**src/rtl/hsx_to_rgb_pipe.sv**
```systemverilog
// Pipelined HSL/HSV to RGB converter with valid/ready handshake, saturating channel sums
// and an opaque sideband tag that travels with each sample through the three stages.
module hsx_to_rgb_pipe #(
  parameter int HUE_DEPTH = 8,
  parameter int SAT_DEPTH = 8,
  parameter int RGB_DEPTH = 8,
  parameter int TAG_WIDTH = 1
) (
  input  logic                 clk,
  input  logic                 rst,
  input  logic                 in_valid,
  output logic                 in_ready,
  input  logic                 in_mode,
  input  logic [HUE_DEPTH-1:0] in_h,
  input  logic [SAT_DEPTH-1:0] in_s,
  input  logic [RGB_DEPTH-1:0] in_lv,
  input  logic [TAG_WIDTH-1:0] in_tag,
  output logic                 out_valid,
  input  logic                 out_ready,
  output logic [RGB_DEPTH-1:0] out_r,
  output logic [RGB_DEPTH-1:0] out_g,
  output logic [RGB_DEPTH-1:0] out_b,
  output logic [TAG_WIDTH-1:0] out_tag
);
  localparam int H      = HUE_DEPTH;
  localparam int S      = SAT_DEPTH;
  localparam int R      = RGB_DEPTH;
  localparam int PW_HSL = R + S + 1;
  localparam int PW_HSV = R + S;
  localparam int PW_X   = R + H + 1;

  logic adv;
  assign adv      = !out_valid || out_ready;
  assign in_ready = adv;

  // ---------------- stage 1: chroma, hue*6, operands for m ----------------
  logic [R:0]        l2;
  logic [PW_HSL-1:0] l2_ext;
  logic [PW_HSV-1:0] lv_ext;
  logic [R-1:0]      c_hsl;
  logic [R-1:0]      c_hsv;
  logic [R-1:0]      c_in;
  logic [R-1:0]      msub_in;
  logic [H+2:0]      h6_in;

  always_comb begin
    // Upper half of lightness folds back: 2^(R+1) - 2*lv, which is a plain negate mod 2^(R+1)
    l2      = in_lv[R-1] ? ({(R+1){1'b0}} - {in_lv, 1'b0}) : {in_lv, 1'b0};
    l2_ext  = PW_HSL'(l2);
    lv_ext  = PW_HSV'(in_lv);
    c_hsl   = R'((l2_ext * PW_HSL'(in_s)) >> S);
    c_hsv   = R'((lv_ext * PW_HSV'(in_s)) >> S);
    c_in    = in_mode ? c_hsv : c_hsl;
    msub_in = in_mode ? c_hsv : (c_hsl >> 1);
    h6_in   = (H+3)'(in_h) * (H+3)'(6);
  end

  logic                 s1_valid_reg;
  logic [R-1:0]         s1_c_reg;
  logic [R-1:0]         s1_msub_reg;
  logic [R-1:0]         s1_lv_reg;
  logic [H+2:0]         s1_h6_reg;
  logic [TAG_WIDTH-1:0] s1_tag_reg;

  always_ff @(posedge clk or posedge rst) begin
    if (rst) begin
      s1_valid_reg <= 1'b0;
      s1_c_reg     <= '0;
      s1_msub_reg  <= '0;
      s1_lv_reg    <= '0;
      s1_h6_reg    <= '0;
      s1_tag_reg   <= '0;
    end else if (adv) begin
      s1_valid_reg <= in_valid;
      if (in_valid) begin
        s1_c_reg    <= c_in;
        s1_msub_reg <= msub_in;
        s1_lv_reg   <= in_lv;
        s1_h6_reg   <= h6_in;
        s1_tag_reg  <= in_tag;
      end
    end
  end

  // ---------------- stage 2: secondary component x, offset m ----------------
  logic [H:0]      f;
  logic [H:0]      xf;
  logic [PW_X-1:0] c_ext;
  logic [R-1:0]    x_s2;
  logic [R-1:0]    m_s2;

  always_comb begin
    f     = s1_h6_reg[H:0];
    xf    = f[H] ? ({(H+1){1'b0}} - f) : f;
    c_ext = PW_X'(s1_c_reg);
    x_s2  = R'((c_ext * PW_X'(xf)) >> H);
    m_s2  = s1_lv_reg - s1_msub_reg;
  end

  logic                 s2_valid_reg;
  logic [R-1:0]         s2_c_reg;
  logic [R-1:0]         s2_x_reg;
  logic [R-1:0]         s2_m_reg;
  logic [2:0]           s2_sector_reg;
  logic [TAG_WIDTH-1:0] s2_tag_reg;

  always_ff @(posedge clk or posedge rst) begin
    if (rst) begin
      s2_valid_reg  <= 1'b0;
      s2_c_reg      <= '0;
      s2_x_reg      <= '0;
      s2_m_reg      <= '0;
      s2_sector_reg <= '0;
      s2_tag_reg    <= '0;
    end else if (adv) begin
      s2_valid_reg <= s1_valid_reg;
      if (s1_valid_reg) begin
        s2_c_reg      <= s1_c_reg;
        s2_x_reg      <= x_s2;
        s2_m_reg      <= m_s2;
        s2_sector_reg <= s1_h6_reg[H+2:H];
        s2_tag_reg    <= s1_tag_reg;
      end
    end
  end

  // ---------------- stage 3: sector routing and saturating add ----------------
  logic [R-1:0] ch_pre [3];
  logic [R-1:0] ch_sat [3];

  always_comb begin
    ch_pre[0] = '0;
    ch_pre[1] = '0;
    ch_pre[2] = '0;
    case (s2_sector_reg)
      3'd0: begin ch_pre[0] = s2_c_reg; ch_pre[1] = s2_x_reg; end
      3'd1: begin ch_pre[0] = s2_x_reg; ch_pre[1] = s2_c_reg; end
      3'd2: begin ch_pre[1] = s2_c_reg; ch_pre[2] = s2_x_reg; end
      3'd3: begin ch_pre[1] = s2_x_reg; ch_pre[2] = s2_c_reg; end
      3'd4: begin ch_pre[0] = s2_x_reg; ch_pre[2] = s2_c_reg; end
      3'd5: begin ch_pre[0] = s2_c_reg; ch_pre[2] = s2_x_reg; end
      default: ;
    endcase
  end

  genvar gi;
  generate
    for (gi = 0; gi < 3; gi++) begin : g_sat
      logic [R:0] sum;
      assign sum        = {1'b0, ch_pre[gi]} + {1'b0, s2_m_reg};
      assign ch_sat[gi] = sum[R] ? {R{1'b1}} : sum[R-1:0];
    end
  endgenerate

  always_ff @(posedge clk or posedge rst) begin
    if (rst) begin
      out_valid <= 1'b0;
      out_r     <= '0;
      out_g     <= '0;
      out_b     <= '0;
      out_tag   <= '0;
    end else if (adv) begin
      out_valid <= s2_valid_reg;
      if (s2_valid_reg) begin
        out_r   <= ch_sat[0];
        out_g   <= ch_sat[1];
        out_b   <= ch_sat[2];
        out_tag <= s2_tag_reg;
      end
    end
  end

endmodule

```
**config.mk**
```make
export PLATFORM = sky130hd
export DESIGN_NAME = hsx_to_rgb_pipe
export DESIGN_NICKNAME = d
export VERILOG_FILES = /design/src/rtl/hsx_to_rgb_pipe.sv
export SDC_FILE = /design/constraint.sdc
export NUM_CORES = 1
export LEC_CHECK = 0
export BUFFER_PORTS_ARGS = -buffer_cell sky130_fd_sc_hd__buf_2
export CORE_MARGIN = 8
export CORE_UTILIZATION = 55
export CTS_BUF_LIST = sky130_fd_sc_hd__clkbuf_4
export CTS_CLUSTER_DIAMETER = 60
export DETAILED_ROUTE_END_ITERATION = 16
export PLACE_DENSITY = 0.72
export SKIP_CTS_REPAIR_TIMING = 1
export SLEW_MARGIN = 20
export SYNTH_ARGS = -nofsm -noshare
export SYNTH_HDL_FRONTEND = slang
export SYNTH_SLANG_ARGS = --single-unit
```
**constraint.sdc**
```tcl
create_clock -name clk -period 5.4 [get_ports clk]
set_input_delay 1.08 -clock clk [delete_from_list [all_inputs] [get_ports clk]]
set_output_delay 1.08 -clock clk [all_outputs]
set_load 0.03 [all_outputs]
```
# Word-level counts from Yosys, hierarchy flattened
# Cells that the tools add are included.
[totals] inputBits=30 out_inout_bits=27 ff_bits=91 elab_cells=54
[op_classes] mux=10 n_reduce_logical=12 mul=4 add_sub_neg=6 eq_ne=5
[ops] cell="$pmux W8 S2" n=3
[ops] cell="$mux W8" n=5
[ops] cell="$add A8 B8 Y9" n=3
[ops] cell="$mux W9" n=2
[ops] cell="$sub A1 B9 Y9 const A" n=2
[ops] cell="$mul A8 B8 Y16" n=1
[ops] cell="$mul A8 B9 Y16" n=1
[ops] cell="$mul A9 B8 Y16" n=1
[ops] cell="$reduce_or A2 Y1" n=6
[ops] cell="$mul A8 B2 Y10 const B" n=1
[ops] cell="$sub A8 B8 Y8" n=1
[ops] cell="$eq A3 B2 Y1 const B" n=2
[ops] cell="$eq A3 B3 Y1 const B" n=2
[ops] cell="$reduce_and A2 Y1" n=3
[ops] cell="$eq A3 B1 Y1 const B" n=1
[ops] cell="$logic_not A3 Y1" n=1
[ops] cell="$logic_not A1 Y1" n=1
[ops] cell="$logic_or A1 B1 Y1" n=1

# Longest topological paths before layout
[depth] word_depth=5 mapped_depth=22 mapped_depth_nobuf=21

# Worst setup path after synthesis
# Ideal clock, no wire load.
[synth_timing] path_type="input to register" startpoint="input port in_lv[0]" endpoint="register s1_c_reg[5]" required_ns=5.318 path_stages=20 arrival_ns=5.766 path_buffers=1 setup_ns=0.082 slack_ns=-0.448 path_cell_list="clkbuf_1 or3_1 o31ai_1 xnor2_1 nand2_1 fa_1 fa_1 inv_1 fa_1 inv_1 fa_1 inv_1 ha_1 a21o_1 a21oi_1 o31ai_2 a211oi_1 xnor2_1 nand2_1 a31oi_1"
[synth_via] elab_chain_cells=4 elab_cells_between_ends=5 cone_classes="1 x add/sub; 2 x mul; 2 x mux"
[synth_rtl] item="start, declared" line="16" source="input logic [RGB_DEPTH-1:0] in_lv,"
[synth_rtl] item="$sub A1 B9 Y9" line="48" source="l2 = in_lv[R-1] ? ({(R+1){1'b0}} - {in_lv, 1'b0}) : {in_lv, 1'b0};"
[synth_rtl] item="$mux W9" line="48"
[synth_rtl] item="$mul A9 B8 Y16" line="51" source="c_hsl = R'((l2_ext * PW_HSL'(in_s)) >> S);"
[synth_rtl] item="$mux W8 *" line="53" source="c_in = in_mode ? c_hsv : c_hsl;"
[synth_rtl] item="end signal, assigned" line="76" source="s1_c_reg <= c_in;"
[synth_rtl] item="end, declared" line="59" source="logic [R-1:0] s1_c_reg;"
# Mark *: on every way between the ends. The rest lies on a longest branch, timed or not.
# A chain may end at the register's enable or synchronous reset.

# Worst setup path in the final report
[layout_timing] startpoint="input port in_lv[0]" endpoint="register s1_c_reg[4]"
# The elaborated chain is that of the path after synthesis.

==> impl_metrics.csv <==
group,metric,value,unit
outcome,result_of_the_run,"finished clean",
die,core_area,20200,µm²
final_layout,largest_reg_flops,10,
clock_network,htree_num_levels,3,
global_route,track_usage,20.7,%
global_route,grt_remaining_overflow,0,
routing,vias,8863,
sta,finalSetupViolations,0,
clock_network,cts.root.buffer_cell,"clkbuf_4",
final_layout,mostFrequentLayoutCell,"inv_1",
global_route,number_of_global_route_vias_before_repair,9190,
routing,routed-wl-met3,723,µm
sta,fin_crit,5.22,ns
yosys,synth_area_leader_cell,"dfrtp_1",
critical_path,critical_path_required,5.76,ns
yosys,synthesis_warning_total,0,
critical_path,setup.worst_path.end_class,"flop",
die,fp.dieH,159,µm
clock_network,clkTransAtPathRegs,0.15,ns
sta,min_period_over_period,96.8,%
critical_path,most_used_cell_along_the_critical_path,"fa_1",
clock_network,cts_tree,"yes",
place,dp_hpwl,21100,µm
critical_path,critPathMaxStageDelay,0.49,ns
sta,relSlewSlack,39.4,%
sta,worst_clock_skew,0.0203,ns
final_layout,final_nets,1650,
critical_path,rrSetupSlack,0.30,ns
critical_path,critical_path.reg2reg.endpoint,"s2_x_reg[5]$_DFFE_PP0P_",
flow_run,drv.max_cap_violation_count,0,
sta,setup-tns-final,0,ns
yosys,synthesis.area_per_instance,8.90,µm²
final_layout,share_of_post_route_cells_with_drive_strength_above_1,17.5,%
yosys,synth_edf_count,0,
routing,drtAntennaViolNets,0,
min_path,holdCritPathClass,"flop to flop",
yosys,ys_async_sr_fraction,100,%
die,start_util,55.9,%
sta,timing_max_transition_violations_final,0,
die,die-area,25300,µm²
critical_path,critPathLaunchType,"input port",
global_route,number_of_antenna_violations_at_the_first_check_in_global_routing,2,
critical_path,cp.arrival,5.59,ns
final_layout,most-common-layout-cells,"inv_1, nand2_1, ha_1, fa_1, dfrtp_1",
yosys,synth-seq-area-share,20.2,%
sta,timing_worst_slew_pin_value,0.907,ns
critical_path,worst_r2r_path_depth,18,
routing,drt_pass1_iterations,6,
die,core.rowCount,52,
sta,number_of_hold_violations_in_the_final_report,0,
sta,rsz_0062_raised_after_global_routing,"true",
die,fp.dieW,159,µm
final_layout,layout-area-overhead-vs-synth,13.6,%
critical_path,r2r_start,"s1_h6_reg[1]$_DFFE_PP0P_",
sta,fmax,191,MHz
final_layout,register_area,2280,µm²
final_layout,n_fill_cell,1685,
routing,route.detailed.drc,0,
yosys,mappedNetlistArea,11300,µm²
yosys,postSynthCellCount,1266,
routing,detailedRoute.firstIterationViolations,424,
global_route,grt_pass1_wl,43900,µm
final_layout,multi_input_comb_area,8350,µm²
min_path,hold_path_end,"out_tag$_DFFE_PP0P_",
critical_path,cp_slowest_cell,"fa_1",
global_route,grt_start_max_net_pins,65,
critical_path,worstPathMaxFanout,4,
routing,average_wire_length_per_cell_after_detail_routing,15.7,µm
routing,wire_length_after_detailed_routing,25900,µm
die,io_pins,57,
place,gpl.final_weighted_congestion,0.947,
place,port_buffers,56,
routing,post_drt_via_cell_ratio,5.37,
yosys,synth_largest_type_area_fraction,20.2,%
routing,topRoutingLayerUsed,"met5",
min_path,worst_hold_startpoint,"s2_tag_reg$_DFFE_PP0P_",
yosys,synthesis.nets,1541,
yosys,synth_top_cells_by_area,"dfrtp_1, fa_1, ha_1",
clock_network,insertion_delay,0.44,ns
clock_network,numClockSinks,91,
yosys,number_of_flip_flops_and_latches_in_the_synthesized_netlist,91,
routing,route.layer.met1.wl,11400,µm
critical_path,timing.setup.critical_path_class,"input port to flop",
clock_network,maximum_clock_path_buffer_count,2,
clock_network,cts_made_buffers,9,
routing,met2RoutedLength,13300,µm
yosys,synth_top_flop_cell,"dfrtp_1",
yosys,yosys.cell_types.count,61,
critical_path,cp_cell_sequence,"buf_4, or3_4, o31ai_4, xnor2_2, buf_4, nand2_1, fa_1, fa_1, inv_1, fa_1, inv_1, fa_1, inv_2, ha_4, a21o_1, a211oi_2, o31ai_2, a21oi_1, xnor2_1, nand2_1, a31oi_1",
min_path,hold_depth,2,
worst max-delay path by stage:
| stage | from | end | depth (start not counted) | slack, ns |
|---|---|---|---|---|
| after floorplan | in_lv[0] | s1_c_reg[5]$_DFFE_PP0P_ | 20 | -0.18 |
| after global placement | in_lv[0] | s1_c_reg[4]$_DFFE_PP0P_ | 20 | -0.25 |
| after detailed placement | in_lv[0] | s1_c_reg[4]$_DFFE_PP0P_ | 20 | -0.39 |
| after CTS | s1_h6_reg[3]$_DFFE_PP0P_ | s2_x_reg[5]$_DFFE_PP0P_ | 18 | 0.01 |
| after global routing | s1_h6_reg[1]$_DFFE_PP0P_ | s2_x_reg[5]$_DFFE_PP0P_ | 18 | -0.02 |
| final | in_lv[0] | s1_c_reg[4]$_DFFE_PP0P_ | 21 | 0.18 |
area by class of cell:
cell class                 instances  share of cell area (%)
antenna                            1                  0.0196
clock buffer                       9                   0.528
clock inverter                     7                   0.773
inverter                         185                    5.44
multi-input combinational        944                    65.3
sequential                        91                    17.8
tap                              270                    2.64
timing repair buffer             144                    7.52
routing by layer:
metal | global-route usage [%] | vias to the layer above
met3 | 2.15 | 30
met2 | 38.0 | 158
met4 | 5.62 | 2
li1 | - | 4349
met5 | 0 | -
met1 | 25.3 | 4324
critical path, delay by kind of cell:
family,cells,cell delay [ns]
AOI/OAI and AO/OA,6,1.12
xor gates and xnor gates,2,0.29
adders and majority gates,5,2.12
buffers and inverters,5,0.43
and+or+nand+nor,3,0.55
through the flow:
step	instance area [µm²]	instances	hold WS, ns	setup WS, ns	util, %
floorplan	11400	1266	0.433	-0.185	-
global placement	12400	1624	0.456	-0.246	61.5
detailed placement	12400	1624	0.465	-0.391	61.5
CTS	12600	1640	0.500	0.0137	62.3
global route	12800	1651	0.534	-0.0240	63.4
finish	12800	1651	0.496	0.175	63.4
cells in the mapped netlist, types with 8 or more instances:
cell type  instances
inv_1            185
nor3_1             9
and2_2            10
dfrtp_1           91
xnor2_1           42
a21oi_1           55
o22a_1            21
a31oi_1           12
a21o_1            16
xor2_1            22
nor2b_1           66
mux2_2            14
nand2_1          171
o21ai_0           50
fa_1             108
nor2_1            37
clkbuf_1          37
a221oi_1           9
and2_1            51
nand2b_1          22
a22oi_1            8
ha_1             137
cells by family after synthesis:
logic type | synth area share, %
XOR/XNOR | 5.12
buffers and inverters | 7.93
AO/OA/AOI/OAI | 13.1
flip-flops | 20.2
adder cells (fa/ha/maj) | 34.4
AND/OR/NAND/NOR | 17.7
multiplexers | 1.58
Power is left out: the tool's default activity adds up to more than one toggle a clock period on the data nets, which glitch-free logic cannot reach.
